===== config.mk =====
export PLATFORM = sky130hd
export DESIGN_NAME = game_control_np
export DESIGN_NICKNAME = d
export VERILOG_FILES = /design/src/rtl/game_control_np.sv
export SDC_FILE = /design/constraint.sdc
export NUM_CORES = 1
export LEC_CHECK = 0
export ABC_AREA = 0
export BUFFER_PORTS_ARGS = -buffer_cell sky130_fd_sc_hd__buf_2
export CORE_ASPECT_RATIO = 0.9
export CORE_UTILIZATION = 53
export CTS_CLUSTER_SIZE = 10
export DETAILED_ROUTE_END_ITERATION = 6
export GPL_ROUTABILITY_DRIVEN = 0
export PLACE_DENSITY = 0.82
export SLEW_MARGIN = 40
export SYNTH_ARGS = -nofsm -noshare
export SYNTH_HDL_FRONTEND = slang
export SYNTH_SLANG_ARGS = --single-unit

===== constraint.sdc =====
create_clock -name clk -period 3.4 [get_ports clk]
set_clock_uncertainty 0.05 [all_clocks]
set_input_delay 0.34 -clock clk [delete_from_list [all_inputs] [get_ports clk]]
set_output_delay 0.34 -clock clk [all_outputs]
set_load 0.01 [all_outputs]

===== src/rtl/game_control_np.sv =====
// Turn-based board controller for PLAYERS players over CELLS squares: places one
// piece per key press, rejects illegal presses, counts moves and locks on win or draw.
module game_control_np #(
    parameter  int CELLS        = 9,
    parameter  int PLAYERS      = 2,
    parameter  int FIRST_PLAYER = 0,
    localparam int TW           = (PLAYERS > 2) ? $clog2(PLAYERS) : 1,
    localparam int MW           = $clog2(CELLS + 1)
) (
    input  logic                       clk,
    input  logic                       reset,
    input  logic                       game_finished,
    input  logic [CELLS-1:0]           square,
    output logic [PLAYERS*CELLS-1:0]   board_state,
    output logic [TW-1:0]              turn,
    output logic [MW-1:0]              move_count,
    output logic                       accepted,
    output logic                       illegal,
    output logic                       board_full,
    output logic                       locked
);

    typedef enum logic [1:0] {
        ARMED  = 2'd0,
        HELD   = 2'd1,
        LOCKED = 2'd2
    } state_t;

    localparam logic [MW-1:0] LP_FULL  = MW'(CELLS);
    localparam logic [TW-1:0] LP_FIRST = TW'(FIRST_PLAYER);
    localparam logic [TW-1:0] LP_LAST  = TW'(PLAYERS - 1);

    state_t                     r_state;
    logic                       r_key_down;
    logic [PLAYERS*CELLS-1:0]   r_board;
    logic [TW-1:0]              r_turn;
    logic [MW-1:0]              r_move_count;
    logic                       r_accepted;
    logic                       r_illegal;
    logic                       r_board_full;
    logic                       r_locked;

    logic [CELLS-1:0]           w_part [PLAYERS];
    logic [CELLS-1:0]           w_occupied;
    logic                       w_onehot;
    logic                       w_legal;
    logic                       w_press;
    logic                       w_turn_bad;
    logic [TW-1:0]              w_turn_inc;

    // Running OR across the ownership planes gives the occupied map.
    for (genvar gi = 0; gi < PLAYERS; gi++) begin : g_occ
        if (gi == 0) begin : g_first
            assign w_part[gi] = r_board[gi*CELLS +: CELLS];
        end else begin : g_rest
            assign w_part[gi] = w_part[gi-1] | r_board[gi*CELLS +: CELLS];
        end
    end

    assign w_occupied = w_part[PLAYERS-1];
    assign w_onehot   = (square != '0) && ((square & (square - CELLS'(1))) == '0);
    assign w_legal    = w_onehot && ((square & w_occupied) == '0);
    // A press only counts on the cycle the key goes down; a key held through reset waits for release.
    assign w_press    = (square != '0) && !r_key_down;
    assign w_turn_bad = ({1'b0, r_turn} >= (TW+1)'(PLAYERS));
    assign w_turn_inc = (r_turn == LP_LAST) ? '0 : r_turn + TW'(1);

    always_ff @(posedge clk) begin
        r_key_down <= (square != '0);
        if (reset) begin
            r_state      <= ARMED;
            r_board      <= '0;
            r_turn       <= LP_FIRST;
            r_move_count <= '0;
            r_accepted   <= 1'b0;
            r_illegal    <= 1'b0;
            r_board_full <= 1'b0;
            r_locked     <= 1'b0;
        end else begin
            r_accepted <= 1'b0;
            r_illegal  <= 1'b0;
            case (r_state)
                ARMED, HELD: begin
                    if (game_finished) begin
                        r_state  <= LOCKED;
                        r_locked <= 1'b1;
                    end else if (r_move_count == LP_FULL) begin
                        r_state      <= LOCKED;
                        r_locked     <= 1'b1;
                        r_board_full <= 1'b1;
                    end else if (r_state == ARMED) begin
                        if (w_press) begin
                            r_state <= HELD;
                            if (w_legal) begin
                                for (int p = 0; p < PLAYERS; p++) begin
                                    if (r_turn == TW'(p)) begin
                                        r_board[p*CELLS +: CELLS] <= r_board[p*CELLS +: CELLS] | square;
                                    end
                                end
                                r_turn       <= w_turn_inc;
                                r_move_count <= r_move_count + MW'(1);
                                r_accepted   <= 1'b1;
                            end else begin
                                r_illegal <= 1'b1;
                            end
                        end
                    end else if (square == '0) begin
                        r_state <= ARMED;
                    end
                end
                LOCKED: begin
                    r_state <= LOCKED;
                end
                default: begin
                    r_state <= ARMED;
                end
            endcase
            if (w_turn_bad) begin
                r_turn <= LP_FIRST;
            end
        end
    end

    assign board_state = r_board;
    assign turn        = r_turn;
    assign move_count  = r_move_count;
    assign accepted    = r_accepted;
    assign illegal     = r_illegal;
    assign board_full  = r_board_full;
    assign locked      = r_locked;

endmodule


==> summary.md, run 1 <==
| Metric | Value |
|---|---|
| YS warnings | `0` |
| Compound-gate portion of the synthesized area | `20.4%` |
| Register area share after synthesis | `48.0%` |
| CTS Buf Count | `5` |
| Global-route wire length before repair | `4550 um` |
| Synth Area in Simple Gates | `between 10% and 20%` |
| Syn Area/Cell | `between 8 and 9 sq um` |
| Top cell type by total area after synthesis | `dfxtp_1` |
| Fin Setup TNS | `0 ns` |
| Port bufs | `38` |
| Crit path DAT | `about 2.7 ns` |
| Worst-Margin Slew | `0.710 ns` |
| Number of global-route vias before repair | `1066` |
| Post-CTS Hold Buffers | `0` |
| Worst vdd ir | `391 uV` |
| Router iterations before antenna repair | `4` |
| Top post-synthesis cells by count | `dfxtp_1 (30), inv_1 (30), o22ai_1 (20)` |
| Cell Pwr Density | `386 nW/um^2` |
| Gr ovfl total | `0` |
| Post-synth EDFFs | `0` |
| Final slew viol count | `0` |
| Layout cells sized above 1 | `28.0%` |
| CP Cell Sequence | `inv_1 > ha_1 > and3b_1 > nor3_1 > nand2_1 > nor4_1 > nand3_2 > o22ai_1` |
| Worst reg2reg startpoint | `move_count[1]` |
| Worst setup path class | `flop to flop` |
| Post-synth top area share | `between 40 and 50%` |
| First DRT Iteration DRCs | `30` |
| Mapped cell area | `1250 sq um` |
| Post-CTS sizing | `0` |
| Clock power share | `between 30% and 40%` |
| Async set-reset flop share out of synthesis | `0%` |
| Critical path buffer and inverter count | `1` |
| Worst Setup End Kind | `flop` |
| Post-synthesis xor/xnor area fraction | `0%` |
| Area of the multi-input gates | `~530 sq um` |
| Slowest library cell on the worst path | `nor4_1` |
| Worst-Skew Late Latency | `0.33 ns` |
| Overall Global Routing Usage | `between 20% and 30%` |
| Total core area | `2200 sq um` |
| Max incr delay on CP | `between 0.5 and 0.6 ns` |
| Hold Violations, Final | `0` |
| Dpl hpwl | `2120 um` |
| Critical R2R Capture | `board_state[14]` |
| Fmax | `401 MHz` |
| FF+latch count, synth | `30` |
| Non-Filler Instances | `213` |
| DIE HEIGHT | `48.1 um` |
| Routed Antenna Nets | `0` |
| CP Launch Point | `move_count[1]` |
| Endpoints failing setup | `0` |
| Post-synthesis adder-cell area fraction | `2.00%` |
| Root Buffer | `clkbuf_4` |
| Switching pwr | `137 uW` |
| P_int | `~440 uW` |
| Vias | `between 1000 and 1500` |
| Hold Path Class | `primary input to flop` |
| Outcome | `completed` |
| Cells after DPL | `206` |
| Hold EP | `r_key_down` |
| Startpoint of the worst hold path | `square[8]` |
| Logic gate share of total power | `between 6 and 7%` |
| Drt total wl | `2910 um` |
| LEAKAGE | `0.659 nW` |
| Reg2reg path depth | `8` |
| Post-synthesis cell count | `~140` |
| Chip Width | `53.2 um` |
| Cell family with most CP delay | `simple AND/OR/NAND/NOR gates` |
| Sw Share | `23.6%` |
| # Post-CTS Setup Buffers | `0` |
| Final period util | `73.3%` |
| RSZ-0062 raised after global routing | `false` |
| Post-synthesis mux area share | `0%` |
| Antenna diode count | `0` |
| IO Count | `39` |
| Fillers | `around 220` |
| Hold Crit Depth | `2` |
| Antenna violations before repair | `0` |
| Worst reg-to-reg setup slack | `0.91 ns` |
| Vias/cell | `about 5.8` |
| Clock-pin slew on the worst setup and hold paths | `0.08 ns` |
| Synth-to-Final Area Change | `20.6%` |
| CTS Sinks | `30` |
| Critical-path maximum fanout | `9` |
| Wire per inst | `13.7 um` |
| Register share of total power | `60.8%` |
| Total Die Area | `2560 sq um` |
| Critical Path Source Type | `flop` |
| Largest net degree at the start of global routing | `34` |
| Top post-synthesis cells by area | `dfxtp_1 (48%), o22ai_1 (10%), inv_1 (9.0%)` |
| H-tree levels | `2` |
| Main combinational cell family by area after synthesis | `compound AO/OA/AOI/OAI gates` |
| Row count | `16` |
| TritonCTS clock tree | `done` |
| Nets | `200` |
| Worst EP required | `3.60 ns` |
| Drt drc | `0` |
| Minimum clock period | `approximately 2.5 ns` |
| Ys flop type | `dfxtp_1` |
| Worst rel slew slack | `52.6%` |
| Initial Utilization | `56.8%` |
| FF+latch area | `601 sq um` |
| Syn Nets | `approximately 160` |
| Yosys cell types | `33` |
| Max Root-Sink Buffers | `2` |
| Maxcap violations | `0` |
==> sequential cells by signal (all words and copies together) (netlist names) <==
register,count
accepted,1
board_full,1
board_state,18
illegal,1
locked,1
move_count,4
r_key_down,1
r_state,2
turn,1
==> stage by stage <==
stage	hold WS, ns	total power [mW]	worst slack (ns)	utilization, %	area, sq um
floorplan	0.417	0.384	1.18	-	1250
global placement	0.399	0.399	0.897	66.5	1460
detailed placement	0.403	0.401	0.661	66.5	1460
CTS	0.206	0.585	0.863	68.5	1510
global route	0.217	0.606	0.684	68.5	1510
finish	0.220	0.582	0.907	68.5	1510
==> kinds of logic after synthesis <==
| logic type | after synthesis |
|---|---|
| AOI/OAI and AO/OA | 39 |
| and+or+nand+nor | 40 |
| DFF | 30 |
| adders and majority gates | 2 |
| buffers and inverters | 33 |
==> worst max-delay path by stage <==
stage / slack (ns) / endpoint / depth (start not counted)
floorplan: 1.18 / move_count[0] / 6
detailed placement: 0.66 / board_state[14] / 7
finish: 0.91 / board_state[14] / 8
CTS: 0.86 / board_state[14] / 8
global placement: 0.90 / board_state[6] / 7
global route: 0.68 / board_state[0] / 8
==> layout by cell type (no fill, tap or decap), types with 2 or more instances in the layout <==
master    synthesis  routed
a21oi_1           2       2
inv_1            30      30
nor2_1            9       9
o22ai_1          20      20
clkbuf_1          3       2
buf_2             0      38
nor3_1            5       5
clkbuf_4          0       5
a211oi_1          2       2
or3_1             2       2
nand2_1           2       2
o21ai_0           6       6
o211ai_1          2       2
a311oi_1          2       2
a31o_2            2       2
dfxtp_1          30      30
nor4_1            4       4
or4_1             2       2
nand4_1           3       3
ha_1              2       2
nand2b_1          2       2
==> layout make-up <==
class	count	area share, %
Clock buffer	7	2.99
Tap cell	27	2.24
Sequential cell	30	39.8
Timing Repair Buffer	38	12.6
Multi-Input combinational cell	81	34.9
Inverter	30	7.46
==> power by group through the flow <==
stage               logic, mW  clock network, mW  registers (mW)
floorplan              0.0215                  0           0.363
global placement       0.0371                  0           0.362
detailed placement     0.0383                  0           0.363
CTS                    0.0384              0.192           0.354
global route           0.0436              0.208           0.355
finish                 0.0394              0.189           0.354
==> routing by layer <==
layer / GRT usage (%) / wire (um) / up-vias
met3: 7.48 / 203 / 7
met2: 42.0 / 1370 / 51
met1: 30.2 / 1270 / 570
met4: 20.0 / 66 / 0
li1: - / - / 599
met5: 0 / 0 / -
Note: power is estimated with default switching activity, not from simulation.
==> inputs of run 2 (changes only) <==
ABC_AREA = 1   (was 0)
CORE_UTILIZATION = 52   (was 53)
PLACE_DENSITY = 0.78   (was 0.82)
clock period = 2.45 ns   (was 3.4 ns; I/O delays follow)
==> summary.md, run 2 <==
| Metric | Value |
|---|---|
| Outcome | `completed` |
| Maxcap violations | `0` |
| First DRT Iteration DRCs | `57` |
| Overall Global Routing Usage | `22.1%` |
| Vias | `1500` |
| Post-synthesis cell count | `218` |
| Register area share after synthesis | `38.7%` |
| Post-synth top area share | `38.7%` |
| Syn Nets | `232` |
| Layout cells sized above 1 | `between 20 and 30%` |
| Fin Setup TNS | `0 ns` |
| Cell Pwr Density | `524 nW/um^2` |
| P_int | `about 720 uW` |
| Ys flop type | `dfxtp_1` |
| Antenna diode count | `0` |
| Fillers | `between 200 and 300` |
| Top cell type by total area after synthesis | `dfxtp_1` |
| Drt total wl | `3290 um` |
| # Post-CTS Setup Buffers | `0` |
| Worst-Skew Late Latency | `0.33 ns` |
| Largest net degree at the start of global routing | `26` |
| Gr ovfl total | `0` |
| Top-count cell post-synth | `inv_1` |
| TritonCTS clock tree | `done` |
| Async set-reset flop share out of synthesis | `0%` |
| Post-CTS Hold Buffers | `0` |
| Routed Antenna Nets | `0` |
| Syn Area/Cell | `~7.1 sq um` |
| Commonest non-fill, non-tap cell in the layout | `inv_1` |
| Antenna violations before repair | `0` |
| Highest-count cells in the layout ignoring fill and taps | `inv_1 (40), buf_2 (38), nor2_1 (33), dfxtp_1 (30), a21oi_1 (26)` |
| Global-route wire length before repair | `5200 um` |
| Startpoint of the worst hold path | `square[1]` |
| Critical Path Source Type | `flop` |
| Final slew viol count | `0` |
| Post-CTS sizing | `0` |
| Minimum clock period | `~1.9 ns` |
| Critical-path maximum fanout | `23` |
| Port bufs | `38` |
| Wire per inst | `about 11 um` |
| CTS Sinks | `30` |
| Worst EP required | `between 2 and 3 ns` |
| FF+latch count, synth | `30` |
| Logic gate share of total power | `7.3%` |
| DIE HEIGHT | `53.8 um` |
| Drt drc | `0` |
| Nets | `269` |
| Placed cell area | `1730 sq um` |
| Chip Width | `59.6 um` |
| Worst Setup End Kind | `flop` |
| Dpl hpwl | `2230 um` |
| Root Buffer | `clkbuf_4` |
| Row count | `18` |
| Critical R2R Capture | `move_count[2]` |
| Top post-synthesis cells by area | `dfxtp_1 (39%), inv_1 (9.7%), nand4_1 (8.5%)` |
| Crit path DAT | `2.09 ns` |
| Endpoints failing setup | `0` |
| Register share of total power | `just over 50%` |
| Worst reg2reg startpoint | `move_count[1]` |
| Clock-pin slew on the worst setup and hold paths | `0.10 ns` |
| Hold Path Class | `primary input to flop` |
| Total Die Area | `between 3000 and 4000 sq um` |
| Initial Utilization | `55.6%` |
| Worst rel slew slack | `68.2%` |
| Synth-to-Final Area Change | `16.7%` |
| Yosys cell types | `22` |
| Max Root-Sink Buffers | `2` |
| Non-Filler Instances | `296` |
| Number of global-route vias before repair | `1220` |
| YS warnings | `0` |
| Total core area | `2790 sq um` |
| Worst vdd ir | `427 uV` |
| Clock power share | `40.9%` |
| Final period util | `76.4%` |
| H-tree levels | `2` |
| CTS Buf Count | `5` |
| Sw Share | `23.8%` |
| Worst setup path class | `flop to flop` |
| Fin area | `1810 sq um` |
| LEAKAGE | `about 0.83 nW` |
| Power Total | `950 uW` |
| CP Launch Point | `move_count[1]` |
| IO Count | `39` |
| Vias/cell | `about 5` |
| Mapped cell area | `1550 sq um` |
| Max reg flops | `18` |
| Router iterations before antenna repair | `4` |
| Fmax | `534 MHz` |
| Hold Violations, Final | `0` |
| RSZ-0062 raised after global routing | `false` |
| CP Capture Point | `move_count[2]` |
| Worst-Margin Slew | `0.477 ns` |
| Worst reg-to-reg setup slack | `0.58 ns` |
| Reg2reg path depth | `12` |
| Switching pwr | `226 uW` |
| Top post-synthesis cells by count | `inv_1 (40), nor2_1 (33), dfxtp_1 (30)` |
| Post-synth EDFFs | `0` |
| Final core utilization | `64.9%` |
| Cells after DPL | `288` |
## run 2: cell count changes after synthesis, sizes merged, moves of 3 or more
cell and change:
buf +6, nor3 -4, or4 -4, o22ai -20
nor2 +31, inv +12, nand3 +8, nand4 +18
o21ai +5, nand2 +24, a21oi +24, or3 -3
nor4 -4
## run 2: how the worst min path moves through the flow
| stage | endpoint | cells past startpoint | slack [ns] |
|---|---|---|---|
| after detailed placement | locked | 2 | 0.39 |
| after CTS | board_state[1] | 3 | 0.17 |
| after floorplan | r_key_down | 2 | 0.35 |
| final | board_state[1] | 3 | 0.18 |
| after global placement | locked | 2 | 0.39 |
| after global routing | board_state[2] | 3 | 0.18 |
## run 2: cells by family (layout without fill, tap and decap cells)
kind of cell	Yosys count	count (layout)	synth area share [%]
AO/OA/AOI/OAI	37	37	11.9
AND/OR/NAND/NOR	98	98	33.4
flip-flops	30	30	38.7
adder cells (fa/ha/maj)	2	2	1.61
buffers and inverters	51	89	14.4
## run 2: worst max-delay path: stages (launching register included)
cell and delay [ns]:
dfxtp_1 0.38, inv_1 0.07, ha_1 0.18, nand2_1 0.06, nor2_1 0.05, nor2_1 0.14, nand2_1 0.08, nor2_2 0.11
buf_4 0.28, nand3_4 0.15, nor2_1 0.12, nor2_1 0.05, nor2_1 0.11
## run 2: area by class of cell
| class | count | area (sq um) | share of cell area (%) |
|---|---|---|---|
| multi-input combinational | 137 | 728 | 40.2 |
| sequential | 30 | 601 | 33.1 |
| timing repair buffer | 39 | 198 | 10.9 |
| inverter | 42 | 158 | 8.70 |
| tap | 40 | 50.0 | 2.76 |
| clock inverter | 3 | 40.0 | 2.21 |
| clock buffer | 5 | 37.5 | 2.07 |
## run 2: per-stage QoR
step / hold slack [ns] / setup WS [ns]
2_1_floorplan: 0.353 / 0.765
3_3_place_gp: 0.388 / 0.640
3_5_place_dp: 0.393 / 0.599
4_1_cts: 0.172 / 0.566
5_1_grt: 0.178 / 0.396
6_report: 0.176 / 0.577
## run 2: layer usage
metal  vias to the layer above  share of wire, %  global-route usage [%]
li1                        773                 -                       -
met1                       675                49                    28.3
met2                        47                44                    37.1
met3                         5               5.4                    5.05
met4                         0               1.2                    6.98
met5                         -                 0                       0
## run 2: power groups by stage
stage                     clock [mW]  sequential [mW]  combinational (mW)
after floorplan                    0            0.504              0.0425
after global placement             0            0.503              0.0675
after detailed placement           0            0.503              0.0686
after CTS                      0.393            0.492              0.0690
after global routing           0.420            0.492              0.0765
final                          0.389            0.492              0.0693
==> inputs of run 3 (changes only) <==
CORE_UTILIZATION = 47   (was 52)
PLACE_DENSITY = 0.75   (was 0.78)
clock period = 1.65 ns   (was 2.45 ns; I/O delays follow)
==> summary.md, run 3 (synthesis gave the netlist of run 2 again) <==
| Metric | Value |
|---|---|
| Vias | `1585` |
| Cells after DPL | `297` |
| Worst vdd ir | `499 uV` |
| Gr ovfl total | `0` |
| Fillers | `264` |
| Vias/cell | `slightly above 5` |
| First DRT Iteration DRCs | `31` |
| Highest-count cells in the layout ignoring fill and taps | `inv_1 (39), buf_2 (38), nor2_1 (30), a21oi_1 (24), dfxtp_1 (22)` |
| Clock-pin slew on the worst setup and hold paths | `around 0.10 ns` |
| Port bufs | `38` |
| DIE HEIGHT | `56.5 um` |
| Overall Global Routing Usage | `20.7%` |
| Worst Setup End Kind | `flop` |
| Max incr delay on CP | `~0.34 ns` |
| Final slew viol count | `0` |
| TritonCTS clock tree | `done` |
| Dpl hpwl | `2420 um` |
| CP Cell Sequence | `inv_2 > ha_4 > nand2_4 > nor2_4 > nor2_4 > nand2_2 > nor2_4 > buf_12 > buf_6 > nand4_1 > a21oi_2` |
| Critical-path maximum fanout | `6` |
| Slowest library cell on the worst path | `dfxtp_2` |
| Router iterations before antenna repair | `4` |
| Commonest non-fill, non-tap cell in the layout | `inv_1` |
| Fmax | `621 MHz` |
| Layout cells sized above 1 | `37.0%` |
| Cell family with most CP delay | `simple AND/OR/NAND/NOR gates` |
| Maxcap violations | `0` |
| Cell Pwr Density | `~670 nW/um^2` |
| Dpl ws | `-0.0260 ns` |
| Nets | `286` |
| Hold Violations, Final | `0` |
| Chip Width | `62.6 um` |
| Critical Path Source Type | `flop` |
| H-tree levels | `2` |
| Row count | `19` |
| Largest net degree at the start of global routing | `18` |
| Endpoints failing setup | `0` |
| Antenna violations before repair | `0` |
| RSZ-0062 raised after global routing | `true` |
| Max reg flops | `18` |
| Worst rel slew slack | `75.0%` |
| Routed Antenna Nets | `0` |
| Startpoint of the worst hold path | `square[8]` |
| Outcome | `completed` |
| Final core utilization | `67.5%` |
| Drt total wl | `3790 um` |
| Total Die Area | `roughly 3500 sq um` |
| Global-route wire length before repair | `between 5000 and 6000 um` |
| Critical path buffer and inverter count | `3` |
| Minimum clock period | `1.61 ns` |
| Drt drc | `0` |
| Area of the multi-input gates | `783 sq um` |
| Power Total | `1.40 mW` |
| Initial Utilization | `50.2%` |
| Synth-to-Final Area Change | `34.4%` |
| LEAKAGE | `0.968 nW` |
| Worst-Skew Late Latency | `0.35 ns` |
| Worst setup path class | `flop to flop` |
| Final WS setup | `0.0404 ns` |
| FF+latch area | `about 600 sq um` |
| Total core area | `3090 sq um` |
| CTS Buf Count | `5` |
| Max Root-Sink Buffers | `2` |
| Critical path's most frequent cell | `nor2_4` |
| CP Launch Point | `move_count[1]` |
| Worst-Margin Slew | `0.374 ns` |
| Fin Setup TNS | `0 ns` |
| Worst EP required | `~1.9 ns` |
| Root Buffer | `clkbuf_4` |
| Hold Path Class | `primary input to flop` |
| CTS Sinks | `30` |
| Final period util | `97.6%` |
| Crit path DAT | `around 1.8 ns` |
| Number of global-route vias before repair | `1281` |
| Wire per inst | `12.0 um` |
| IO Count | `39` |
| Antenna diode count | `0` |
| Non-Filler Instances | `315` |
| Worst reg2reg startpoint | `move_count[1]` |
-- run 3: cell count changes in the layout (fill, tap and decap cells not counted), moves of 3 or more --
cell / change
nor2_1: -3
clkbuf_8: +3
nand2_1: -3
nor2_4: +3
buf_4: +10
buf_12: +4
dfxtp_2: +8
dfxtp_1: -8
-- run 3: routing by layer --
layer  GRT usage, %  vias to the layer above  wire [um]
met2           29.5                       49       1700
met1           28.3                      719       1810
li1               -                      810          -
met4           12.0                        0         70
met3           4.88                        7        221
met5              0                        -          0
-- run 3: final timing paths --
check	cells past startpoint	slack, ns	to
max reg2reg	11	0.04	board_state[0]
min	3	0.08	board_state[17]
max	11	0.04	board_state[0]
min reg2reg	2	0.41	locked
-- run 3: what timing repair did --
action | CTS | global route
hold buffers | 0 | 0
resized for setup | 1 | 27
pin swaps | 1 | 13
buffers inserted | 1 | 8
endpoints found under the setup margin | 19 | 25
gates cloned | 0 | 1
-- run 3: final cells by class --
| type | count | share of cell area, % |
|---|---|---|
| clock buffers | 8 | 3.78 |
| inverters | 42 | 7.55 |
| multi-input cells | 137 | 37.5 |
| flip-flops and latches | 30 | 29.3 |
| well taps | 42 | 2.52 |
| repair buffers | 56 | 19.4 |
-- run 3: where the power goes --
group | total [mW] | internal (mW) | switching, mW
Clock | 0.561 | 0.291 | 0.270
Combinational | 0.114 | 0.0387 | 0.0753
Sequential | 0.730 | 0.727 | 0.00256
Total | 1.40 | 1.06 | 0.348
-- run 3: stage by stage --
step           hold WS [ns]  area [sq um]
2_1_floorplan         0.273          1560
3_3_place_gp          0.389          1820
3_5_place_dp          0.393          1820
4_1_cts              0.0803          1910
5_1_grt              0.0755          2090
6_report             0.0781          2090
-- run 3: worst register-to-register path, cell delays in order, from the launching register on --
cell,delay (ns)
dfxtp_2,0.34
inv_2,0.05
ha_4,0.16
nand2_4,0.06
nor2_4,0.04
nor2_4,0.12
nand2_2,0.08
nor2_4,0.13
buf_12,0.14
buf_6,0.12
nand4_1,0.11
a21oi_2,0.15
